`config.mk`:
```
export PLATFORM = sky130hd
export DESIGN_NAME = change_dispenser_flat
export DESIGN_NICKNAME = d
export VERILOG_FILES = /design/src/rtl/vending_pkg.sv /design/src/rtl/change_dispenser_if.sv /design/src/rtl/change_dispenser_coin_select.sv /design/src/rtl/change_dispenser.sv /design/src/flat_wrapper.sv
export SDC_FILE = /design/constraint.sdc
export NUM_CORES = 1
export LEC_CHECK = 0
export ABC_CLOCK_PERIOD_IN_PS = 5600
export CAP_MARGIN = 0
export CORE_ASPECT_RATIO = 0.7
export CORE_MARGIN = 5
export CORE_UTILIZATION = 45
export DETAILED_ROUTE_END_ITERATION = 7
export PLACE_DENSITY_LB_ADDON = 0.3
export SETUP_SLACK_MARGIN = 0.5
export SLEW_MARGIN = 30
export SYNTH_ARGS = -nofsm -noshare
export SYNTH_HDL_FRONTEND = slang
export SYNTH_HIERARCHICAL = 1
export SYNTH_SLANG_ARGS = --single-unit
```
`constraint.sdc`:
```
create_clock -name clk -period 5.6 [get_ports clk]
set_input_delay 1.68 -clock clk [delete_from_list [all_inputs] [get_ports clk]]
set_output_delay 1.68 -clock clk [all_outputs]
set_load 0.1 [all_outputs]
```
`src/rtl/vending_pkg.sv`:
```
// Shared types and constants for the vending machine controller and its change dispenser.
package vending_pkg;

  typedef enum logic [2:0] {
    ST_IDLE,
    ST_REQ,
    ST_GAP,
    ST_DONE,
    ST_FAULT
  } chg_state_e;

  localparam int AMT_W = 6;

  localparam logic [1:0] COIN_TYPE_LO  = 2'd0;
  localparam logic [1:0] COIN_TYPE_MID = 2'd1;
  localparam logic [1:0] COIN_TYPE_HI  = 2'd2;

  localparam int COIN_HI_VAL  = 10;
  localparam int COIN_MID_VAL = 5;
  localparam int COIN_LO_VAL  = 1;

  localparam int PRICE_WATER = 15;
  localparam int PRICE_SODA  = 25;
  localparam int PRICE_JUICE = 35;

endpackage

```
`src/rtl/change_dispenser_if.sv`:
```
// Upstream amount handshake plus coin hopper request/ack and status flags.
interface change_dispenser_if;
  import vending_pkg::*;

  logic             change_valid;
  logic [AMT_W-1:0] change_amount;
  logic             change_ready;
  logic             coin_req;
  logic [1:0]       coin_type;
  logic             coin_ack;
  logic             busy;
  logic             done;
  logic             fault;

  modport master (
    output change_valid, change_amount, coin_ack,
    input  change_ready, coin_req, coin_type, busy, done, fault
  );

  modport slave (
    input  change_valid, change_amount, coin_ack,
    output change_ready, coin_req, coin_type, busy, done, fault
  );

endinterface

```
`src/rtl/change_dispenser_coin_select.sv`:
```
// Picks the largest denomination not exceeding the remaining amount (purely combinational).
module coin_select
  import vending_pkg::*;
#(
  parameter int COIN_HI  = COIN_HI_VAL,
  parameter int COIN_MID = COIN_MID_VAL,
  parameter int COIN_LO  = COIN_LO_VAL
) (
  input  logic [AMT_W-1:0] remaining,
  output logic [1:0]       coin_type,
  output logic [AMT_W-1:0] coin_value
);

  localparam logic [AMT_W-1:0] HI_V  = AMT_W'(COIN_HI);
  localparam logic [AMT_W-1:0] MID_V = AMT_W'(COIN_MID);
  localparam logic [AMT_W-1:0] LO_V  = AMT_W'(COIN_LO);

  always_comb begin
    coin_type  = COIN_TYPE_LO;
    coin_value = LO_V;
    if (remaining >= HI_V) begin
      coin_type  = COIN_TYPE_HI;
      coin_value = HI_V;
    end else if (remaining >= MID_V) begin
      coin_type  = COIN_TYPE_MID;
      coin_value = MID_V;
    end
  end

endmodule

```
`src/rtl/change_dispenser.sv`:
```
// Greedy change payout through a coin hopper, one coin per req/ack handshake.
// Optional hopper stall detection under macro CHG_ACK_TIMEOUT_EN.
module change_dispenser
  import vending_pkg::*;
#(
  parameter int COIN_HI  = COIN_HI_VAL,
  parameter int COIN_MID = COIN_MID_VAL,
  parameter int COIN_LO  = COIN_LO_VAL
`ifdef CHG_ACK_TIMEOUT_EN
  , parameter int TIMEOUT_CYCLES = 16
`endif
) (
  input logic               clk,
  input logic               reset,
  change_dispenser_if.slave bus
);

  chg_state_e       state_q, state_d;
  logic [AMT_W-1:0] remaining_q, remaining_d;
  logic [1:0]       sel_type;
  logic [AMT_W-1:0] sel_value;

  coin_select #(
    .COIN_HI  (COIN_HI),
    .COIN_MID (COIN_MID),
    .COIN_LO  (COIN_LO)
  ) u_coin_select (
    .remaining  (remaining_q),
    .coin_type  (sel_type),
    .coin_value (sel_value)
  );

`ifdef CHG_ACK_TIMEOUT_EN
  localparam int TMO_W = $clog2(TIMEOUT_CYCLES + 1);
  logic [TMO_W-1:0] tmo_q, tmo_d;
`endif

  always_comb begin
    state_d     = state_q;
    remaining_d = remaining_q;
`ifdef CHG_ACK_TIMEOUT_EN
    // Held at zero outside REQ, so every REQ entry starts a fresh wait.
    tmo_d       = '0;
`endif
    case (state_q)
      ST_IDLE: begin
        if (bus.change_valid) begin
          remaining_d = bus.change_amount;
          state_d     = (bus.change_amount == '0) ? ST_DONE : ST_REQ;
        end
      end
      ST_REQ: begin
        if (bus.coin_ack) begin
          remaining_d = remaining_q - sel_value;
          state_d     = (remaining_q == sel_value) ? ST_DONE : ST_GAP;
        end
`ifdef CHG_ACK_TIMEOUT_EN
        else begin
          tmo_d = tmo_q + 1'b1;
          if (tmo_d == TMO_W'(TIMEOUT_CYCLES)) state_d = ST_FAULT;
        end
`endif
      end
      ST_GAP:   state_d = ST_REQ;
      ST_DONE:  state_d = ST_IDLE;
      ST_FAULT: state_d = ST_FAULT;
      default:  state_d = ST_IDLE;
    endcase
  end

  always_ff @(posedge clk or posedge reset) begin
    if (reset) begin
      state_q     <= ST_IDLE;
      remaining_q <= '0;
`ifdef CHG_ACK_TIMEOUT_EN
      tmo_q       <= '0;
`endif
    end else begin
      state_q     <= state_d;
      remaining_q <= remaining_d;
`ifdef CHG_ACK_TIMEOUT_EN
      tmo_q       <= tmo_d;
`endif
    end
  end

  // Outputs decode registered state only; coin_type parks at LO outside REQ.
  assign bus.change_ready = (state_q == ST_IDLE);
  assign bus.coin_req     = (state_q == ST_REQ);
  assign bus.coin_type    = (state_q == ST_REQ) ? sel_type : COIN_TYPE_LO;
  assign bus.busy         = (state_q == ST_REQ) || (state_q == ST_GAP) || (state_q == ST_FAULT);
  assign bus.done         = (state_q == ST_DONE);
`ifdef CHG_ACK_TIMEOUT_EN
  assign bus.fault        = (state_q == ST_FAULT);
`else
  assign bus.fault        = 1'b0;
`endif

endmodule

```
`src/flat_wrapper.sv`:
```
// flat-port wrapper written by rule: the top's interface ports become plain ports
module change_dispenser_flat import vending_pkg::*;
#(
  parameter int COIN_HI  = COIN_HI_VAL,
  parameter int COIN_MID = COIN_MID_VAL,
  parameter int COIN_LO  = COIN_LO_VAL

)
  (clk, reset, bus_change_valid, bus_change_amount, bus_coin_ack, bus_change_ready, bus_coin_req, bus_coin_type, bus_busy, bus_done, bus_fault);
  change_dispenser_if bus_i ();
  input logic clk;
  input logic reset;
  input wire logic [$bits(bus_i.change_valid)-1:0] bus_change_valid;
  input wire logic [$bits(bus_i.change_amount)-1:0] bus_change_amount;
  input wire logic [$bits(bus_i.coin_ack)-1:0] bus_coin_ack;
  output wire logic [$bits(bus_i.change_ready)-1:0] bus_change_ready;
  output wire logic [$bits(bus_i.coin_req)-1:0] bus_coin_req;
  output wire logic [$bits(bus_i.coin_type)-1:0] bus_coin_type;
  output wire logic [$bits(bus_i.busy)-1:0] bus_busy;
  output wire logic [$bits(bus_i.done)-1:0] bus_done;
  output wire logic [$bits(bus_i.fault)-1:0] bus_fault;
  assign bus_i.change_valid = bus_change_valid;
  assign bus_i.change_amount = bus_change_amount;
  assign bus_i.coin_ack = bus_coin_ack;
  assign bus_change_ready = bus_i.change_ready;
  assign bus_coin_req = bus_i.coin_req;
  assign bus_coin_type = bus_i.coin_type;
  assign bus_busy = bus_i.busy;
  assign bus_done = bus_i.done;
  assign bus_fault = bus_i.fault;
  change_dispenser #(.COIN_HI(COIN_HI), .COIN_MID(COIN_MID), .COIN_LO(COIN_LO)) u_core (.clk(clk), .reset(reset), .bus(bus_i));
endmodule
```
==> flow_summary.yaml, run 1 <==
status:
  outcome: "complete, no violations"
sta:
  tightest_slew_ns: 0.967
  fin_tns_setup_ns: 0
  fmax_ghz: 0.239
  whs_ns: 0.576
  hold_violations: 0
  finClkSkew_ns: 0.000997
  setup_violations: 0
  slew_violations: 0
  fin_crit_ns: 4.18
  fin_crit_sh: 0.747
  setup_ws_ns: 1.42
  rsz0062_at_grt: "no"
  relSlewSlack: 0.353
clocking:
  tritoncts: "yes"
  numCtsBuffers: 3
  cts_resized: 0
  clk_latency_ns: 0.26
  clockBufferDepth: 2
  htree_levels: 1
  cts_sinks: 9
  root_buffer: "clkbuf_4"
  cts.reportedPaths.clkPinSlew_ns: 0.06
  hold_buffers: 0
  cts_setup_buffers: 0
min_path:
  worstHoldStart: "u_core/remaining_q[0]"
  hp-class: "reg2reg"
place:
  dp_hpwl_mm: 1.58
  placement.io_buffers: 15
  place_congestion: 0.841
  preCtsSetupSlack_ns: 1.72
worst_setup_path:
  crit_slowest_cell: "clkdlybuf4s50_1"
  required_ns: 3.92
  slowest_delay_ns: 1.13
  reg2reg_from: "u_core/remaining_q[1]"
  crit_type: "reg2out"
  path_cells: "nor2_1, nor3b_1, o21a_1, and3_1, clkdlybuf4s50_1"
  crit_arrival_ns: 2.50
  cp-start-kind: "flop"
  critPathMaxFanout: 6
  cp-end-kind: "primary output"
  crit_start: "u_core/remaining_q[1]"
  crit_buf_inv: 1
  critPathTopFamily: "buffers and inverters"
finish:
  antenna_cells: 0
  multi_input_area_um2: 515
  regArea_um2: 225
  final_nets: 134
  fill_cells: 175
  final_core_util: 0.541
  area_growth_syn_to_layout_pct: 16.4
  layout-drive-gt1-share: 0.0769
synth:
  syn-cell-area_um2: 847
  synth-xor-area-share: 0.0517
  ys_ff_latch: 9
  synth_mux_area_frac: 0.0177
  postSynthCellCount: 106
  synth_fa_ha_area_frac: 0.0975
  synth_top_family_by_area: "simple AND/OR/NAND/NOR gates"
  avgSynthCellArea_um2: 7.99
  synthSimpleGateAreaFrac: 0.258
  ys_types: 36
  ys_seq_area_frac: 0.266
  synth_compound_area_frac: 0.170
  yosys_warnings: 6
grt:
  first_global_vias: 694
  grt.overflow.total: 0
  antenna_found_initial: 0
  grtUsageTotal: 0.154
  grt_pass1_wl_mm: 3.05
  grt_max_degree: 12
drt:
  drt_wl_total_mm: 1.89
  wl_per_cell_um: 13.6
  num_vias: 750
  dr_wl_met3_um: 86
  drt_pre_antenna_iters: 4
  dr_wl_met2_um: 831
  wl_met1_um: 960
  drcViolationCount: 0
  highest_layer: "met4"
  avgViaCountPerCell: 5.40
  drt_iter0_markers: 27
  ant_nets: 0
floorplan:
  rows: 13
  dieArea_um2: 2860
  io_pins: 17
  start_util: 0.465
  die_h_um: 46.3
  die_w_um: 61.9
  core_area_um2: 1820
flow_run:
  cap_viol_max_count: 0
==> cells in the mapped netlist, drive strengths merged <==
| library cell | count | area [um2] |
|---|---|---|
| nor2 | 11 | 48.8 |
| ha | 5 | 62.6 |
| fa | 1 | 20.0 |
| nand2b | 1 | 6.26 |
| nor3 | 2 | 10.0 |
| nor4 | 3 | 18.8 |
| xor2 | 3 | 26.3 |
| o21a | 3 | 22.5 |
| and3 | 3 | 18.8 |
| nand3 | 4 | 20.0 |
| conb | 2 | 7.51 |
| o31a | 1 | 8.76 |
| a21o | 1 | 7.51 |
| o2111ai | 1 | 8.76 |
| nand2 | 11 | 43.8 |
| a21oi | 8 | 43.8 |
| o21ai | 3 | 15.0 |
| nor4b | 1 | 15.0 |
| dfrtp | 9 | 225 |
| inv | 10 | 37.5 |
| o32a | 1 | 10.0 |
| buf | 9 | 68.8 |
| and2 | 2 | 15.0 |
| mux2 | 1 | 15.0 |
| a211oi | 1 | 7.51 |
| nor3b | 3 | 22.5 |
| a31oi | 2 | 12.5 |
| o31ai | 1 | 7.51 |
| clkinv | 1 | 3.75 |
| xnor2 | 2 | 17.5 |
==> layer usage <==
layer / GRT usage / vias up
li1: - / 380
met1: 0.213 / 349
met2: 0.217 / 19
met3: 0.0224 / 2
met4: 0.106 / 0
met5: 0 / -
==> state kept, by name (all words and copies together) (netlist names) <==
name,cells
u_core/remaining_q,6
u_core/state_q,3
==> cells in the final DEF, fill, tap and decap left out, types with 2 or more instances in the layout <==
cell type,netlist,final
a21oi_1,7,7
a31oi_1,2,2
and3_1,3,3
clkbuf_4,0,3
clkdlybuf4s50_1,0,15
conb_1,2,3
dfrtp_1,9,9
ha_1,5,5
inv_1,10,10
nand2_1,10,10
nand3_1,4,4
nor2_1,10,10
nor3_1,2,2
nor3b_1,3,3
nor4_1,3,3
o21a_1,3,3
o21ai_0,3,3
xnor2_1,2,2
xor2_1,3,3
==> metrics by stage <==
| step | area, um2 | instances |
|---|---|---|
| CTS | 986 | 139 |
| global route | 986 | 139 |
| finish | 986 | 139 |
| global placement | 960 | 135 |
| floorplan | 851 | 107 |
| detailed placement | 960 | 135 |
==> path summary, 6_finish.rpt <==
path / to / slack, ns / cells past startpoint
worst max-delay path: bus_coin_type[0] / 1.42 / 5
worst min-delay path: u_core/remaining_q[0] / 0.58 / 2
worst max register to register: u_core/remaining_q[5] / 3.21 / 10
worst min register to register: u_core/remaining_q[0] / 0.58 / 2
max in group asynchronous: u_core/remaining_q[0] / 3.69 / 2
min in group asynchronous: u_core/remaining_q[3] / 1.67 / 2
==> cells by family (layout without fill, tap and decap cells) <==
kind of cell               Yosys count  after routing
adders and majority gates            6              6
xor gates and xnor gates             5              5
and+or+nand+nor                     41             41
buffers and inverters               20             30
other                                2              3
DFF                                  9              9
AOI/OAI and AO/OA                   22             22
muxes                                1              1
==> final cells by class <==
type                            instances  share of cell area
Multi-Input combinational cell         78               0.523
Sequential cell                         9               0.228
Timing Repair Buffer                   15               0.152
Inverter                               11              0.0419
Tap cell                               22              0.0279
Clock buffer                            4              0.0266
==> worst reg2reg max path, stage by stage, from the launching register on <==
cell	delay [ns]
dfrtp_1	0.47
nor2_1	0.09
nor3b_1	0.25
o21a_1	0.16
inv_1	0.04
ha_1	0.34
nand3_1	0.09
a21oi_1	0.06
nor4_1	0.43
o2111ai_1	0.15
nor4b_2	0.18
Power of run 1 is left out: the tool's default activity adds up to more than one toggle a clock period on the data nets, which glitch-free logic cannot reach.
==> inputs of run 2 (changes only) <==
Settings changed: ABC_CLOCK_PERIOD_IN_PS 5600 to 3700.
Clock period 5.6 ns to 3.7 ns, I/O delays scaled along.
==> flow_summary.yaml, run 2 (synthesized netlist as in run 1, its figures left out) <==
floorplan:
  start_util: 0.465
  die_w_um: 61.9
  dieArea_um2: 2860
  core_area_um2: 1820
  die_h_um: 46.3
  io_pins: 17
  rows: 13
worst_setup_path:
  critPathMaxFanout: 6
  cp-start-kind: "flop"
  crit_start: "u_core/remaining_q[1]"
  required_ns: 2.59
  crit_arrival_ns: 1.61
  crit_type: "reg2out"
  reg2reg_from: "u_core/remaining_q[1]"
  cp-end-kind: "primary output"
finish:
  layout-drive-gt1-share: 0.145
  antenna_cells: 0
  final_cell_mix: "inv_1, nand2_1, nor2_1"
  largest_reg_flops: 6
  area_growth_syn_to_layout_pct: 15.4
  top_register: "u_core/remaining_q"
  final-instance-count-excl-fill: 139
  largest_registers: "u_core/remaining_q x6, u_core/state_q x3"
  final_nets: 134
flow_run:
  cap_viol_max_count: 0
sta:
  fmax_ghz: 0.367
  rsz0062_at_grt: "no"
  hold_violations: 0
  fin_crit_ns: 2.72
  fin_tns_setup_ns: 0
  finClkSkew_ns: 0.00458
  fin_crit_sh: 0.736
  setup_violations: 0
  slew_violations: 0
clocking:
  cts_resized: 0
  clk_latency_ns: 0.27
  root_buffer: "clkbuf_4"
  htree_levels: 1
  tritoncts: "yes"
  cts.reportedPaths.clkPinSlew_ns: 0.07
  clockBufferDepth: 2
  hold_buffers: 0
  numCtsBuffers: 3
  cts_sinks: 9
  cts_setup_buffers: 0
drt:
  ant_nets: 0
  avgViaCountPerCell: 5.30
  num_vias: 737
  drt_pre_antenna_iters: 4
  wl_per_cell_um: 13.2
  drt_wl_total_mm: 1.83
  drcViolationCount: 0
  drt_iter0_markers: 55
grt:
  grtUsageTotal: 0.151
  grt_max_degree: 12
  first_global_vias: 701
  grt_pass1_wl_mm: 3.15
  antenna_found_initial: 0
  grt.overflow.total: 0
status:
  outcome: "complete, no violations"
min_path:
  worstHoldStart: "u_core/remaining_q[3]"
  hp-class: "reg2reg"
place:
  placed_cells: 135
  place_congestion: 0.777
  dp_hpwl_mm: 1.50
  placement.io_buffers: 15
## run 2: changes by cell type in the layout (fill, tap and decap cells not counted)
cell | previous run | this run
buf_4 | 0 | 6
clkdlybuf4s50_1 | 15 | 9
clkbuf_1 | 1 | 0
clkinv_2 | 0 | 1
nor3_1 | 2 | 1
nor3_2 | 0 | 1
## run 2: critical path: stages (launching register included)
cell and delay (ns):
dfrtp_1 0.48, nor2_1 0.08, nor3b_1 0.19, o21a_1 0.15, and3_1 0.15, buf_4 0.29
## run 2: layout make-up
cell class / count / area [um2]
Multi-Input combinational cell: 78 / 520
Timing Repair Buffer: 15 / 135
Clock inverter: 1 / 5.00
Clock buffer: 3 / 22.5
Inverter: 11 / 41.3
Tap cell: 22 / 27.5
Fill cell: 185 / 845
Sequential cell: 9 / 225
## run 2: metrics by stage
stage,worst slack (ns),hold WS [ns],utilization,instance area [um2]
global route,0.868,0.607,0.536,977
floorplan,0.737,0.507,-,856
CTS,0.974,0.581,0.536,977
detailed placement,1.22,0.563,0.521,950
global placement,1.25,0.558,0.521,950
finish,0.978,0.589,0.536,977
## run 2: layer usage
metal,wire [um],track usage,part of all wire
met5,0,0,0
met4,25,0.0763,0.014
met3,66,0.0196,0.036
met2,757,0.207,0.41
met1,984,0.227,0.54
## run 2: path summary, 6_finish.rpt
kind	slack (ns)	cells after the start	to
max	0.98	5	bus_coin_type[0]
min	0.59	2	u_core/remaining_q[3]
max reg2reg	1.41	10	u_core/remaining_q[5]
min reg2reg	0.59	2	u_core/remaining_q[3]
max in group asynchronous	2.35	2	u_core/remaining_q[4]
min in group asynchronous	1.10	2	u_core/remaining_q[2]
Power of run 2 is left out for the same reason.
==> inputs of run 3 (changes only) <==
Settings changed: ABC_CLOCK_PERIOD_IN_PS 3700 to 2200.
Clock period 3.7 ns to 2.2 ns, I/O delays scaled along.
==> flow_summary.yaml, run 3 (synthesized netlist as in run 1, its figures left out) <==
clocking:
  cts.reportedPaths.clkPinSlew_ns: 0.06
  cts_sinks: 9
  tritoncts: "yes"
  clk_latency_ns: 0.26
  numCtsBuffers: 3
  clockBufferDepth: 2
  hold_buffers: 0
  root_buffer: "clkbuf_4"
  htree_levels: 1
floorplan:
  rows: 13
  dieArea_um2: 2860
  die_h_um: 46.3
  die_w_um: 61.9
  core_area_um2: 1820
  start_util: 0.465
  io_pins: 17
finish:
  final_cell_mix: "buf_4, clkdlybuf4s50_1, nand2_1"
  antenna_cells: 0
  layout-drive-gt1-share: 0.532
  finish.instance_area_um2: 1430
  largest_registers: "u_core/remaining_q x6, u_core/state_q x3"
  area_growth_syn_to_layout_pct: 68.4
  final_common_cell: "buf_4"
  final_nets: 156
  top_register: "u_core/remaining_q"
  fill_cells: 118
  largest_reg_flops: 6
  final_core_util: 0.783
worst_setup_path:
  ff2ff_setup_slack_ns: 0.05
  crit_type: "reg2reg"
  cp-end-kind: "flop"
  r2r-end: "u_core/remaining_q[4]"
  reg2reg_from: "u_core/remaining_q[1]"
  required_ns: 2.38
  cp-start-kind: "flop"
  reg2reg_depth: 10
  critPathMaxFanout: 5
  crit_arrival_ns: 2.33
min_path:
  holdPathEnd: "u_core/state_q[2]"
  worstHoldStart: "u_core/state_q[1]"
  hp-class: "reg2reg"
  hold_depth: 1
place:
  dp_hpwl_mm: 1.63
  dpl-instance-area_um2: 1150
  place_congestion: 0.777
  placement.io_buffers: 15
flow_run:
  cap_viol_max_count: 0
drt:
  avgViaCountPerCell: 5.75
  drt_wl_total_mm: 2.73
  drt_pre_antenna_iters: 4
  num_vias: 925
  wl_per_cell_um: 16.9
  drt_iter0_markers: 69
  ant_nets: 0
  drcViolationCount: 0
grt:
  grt_max_degree: 10
  antenna_found_initial: 0
  grtUsageTotal: 0.203
  first_global_vias: 906
  grt_pass1_wl_mm: 4.13
  grt.overflow.total: 0
status:
  outcome: "complete, no violations"
sta:
  fmax_ghz: 0.466
  slew_violations: 0
  rsz0062_at_grt: "yes"
  hold_violations: 0
  fin_crit_sh: 0.975
  whs_ns: 0.565
  finClkSkew_ns: 0.000796
  fin_crit_ns: 2.15
  setup_violations: 0
-- run 3: cell count changes in the layout (fill, tap and decap cells not counted), sizes merged --
cell / before / now
buf: 6 / 28
clkbuf: 3 / 4
clkinv: 2 / 1
clkinvlp: 0 / 1
inv: 10 / 9
-- run 3: worst max-delay path by stage --
stage,slack (ns),startpoint,end,depth (start not counted)
finish,0.05,u_core/remaining_q[1],u_core/remaining_q[4],10
global placement,0.19,bus_coin_ack,u_core/remaining_q[3],6
detailed placement,0.14,u_core/remaining_q[1],u_core/remaining_q[4],10
global route,-0.04,u_core/remaining_q[1],u_core/remaining_q[4],10
CTS,0.11,u_core/remaining_q[3],bus_coin_type[0],4
floorplan,0.24,u_core/state_q[1],bus_change_ready,2
-- run 3: worst max-delay path, cell delays in order, from the launching register on --
cell     delay [ns]
dfrtp_2        0.45
o21ai_1        0.17
and2_4         0.20
ha_4           0.14
inv_1          0.04
fa_2           0.37
a21o_1         0.20
a21oi_2        0.14
xnor2_1        0.14
nand2_1        0.09
a31oi_1        0.12
-- run 3: cell type report --
type / count / area (um2) / area share
Multi-Input combinational cell: 78 / 699 / 0.490
Inverter: 11 / 50.0 / 0.0351
Clock buffer: 4 / 26.3 / 0.0184
Timing Repair Buffer: 37 / 390 / 0.274
Tap cell: 22 / 27.5 / 0.0193
Sequential cell: 9 / 233 / 0.163
-- run 3: timing repair --
item,CTS,global route
gates resized for setup,18,7
setup endpoints to repair,12,13
buffers inserted,14,6
pin swaps,11,6
-- run 3: metrics by stage --
| step | instances | setup WS, ns | TNS, ns |
|---|---|---|---|
| after global placement | 137 | 0.189 | 0 |
| after CTS | 155 | 0.115 | 0 |
| after floorplan | 107 | 0.237 | 0 |
| after global routing | 161 | -0.0370 | -0.0370 |
| final | 161 | 0.0549 | 0 |
| after detailed placement | 137 | 0.141 | 0 |
-- run 3: routing by layer --
layer / GRT usage / routed length (um) / vias up
met2: 0.315 / 1300 / 41
met4: 0.0847 / 59 / 0
li1: - / - / 424
met3: 0.0280 / 154 / 10
met1: 0.280 / 1210 / 450
met5: 0 / 0 / -
Power of run 3 is left out for the same reason.
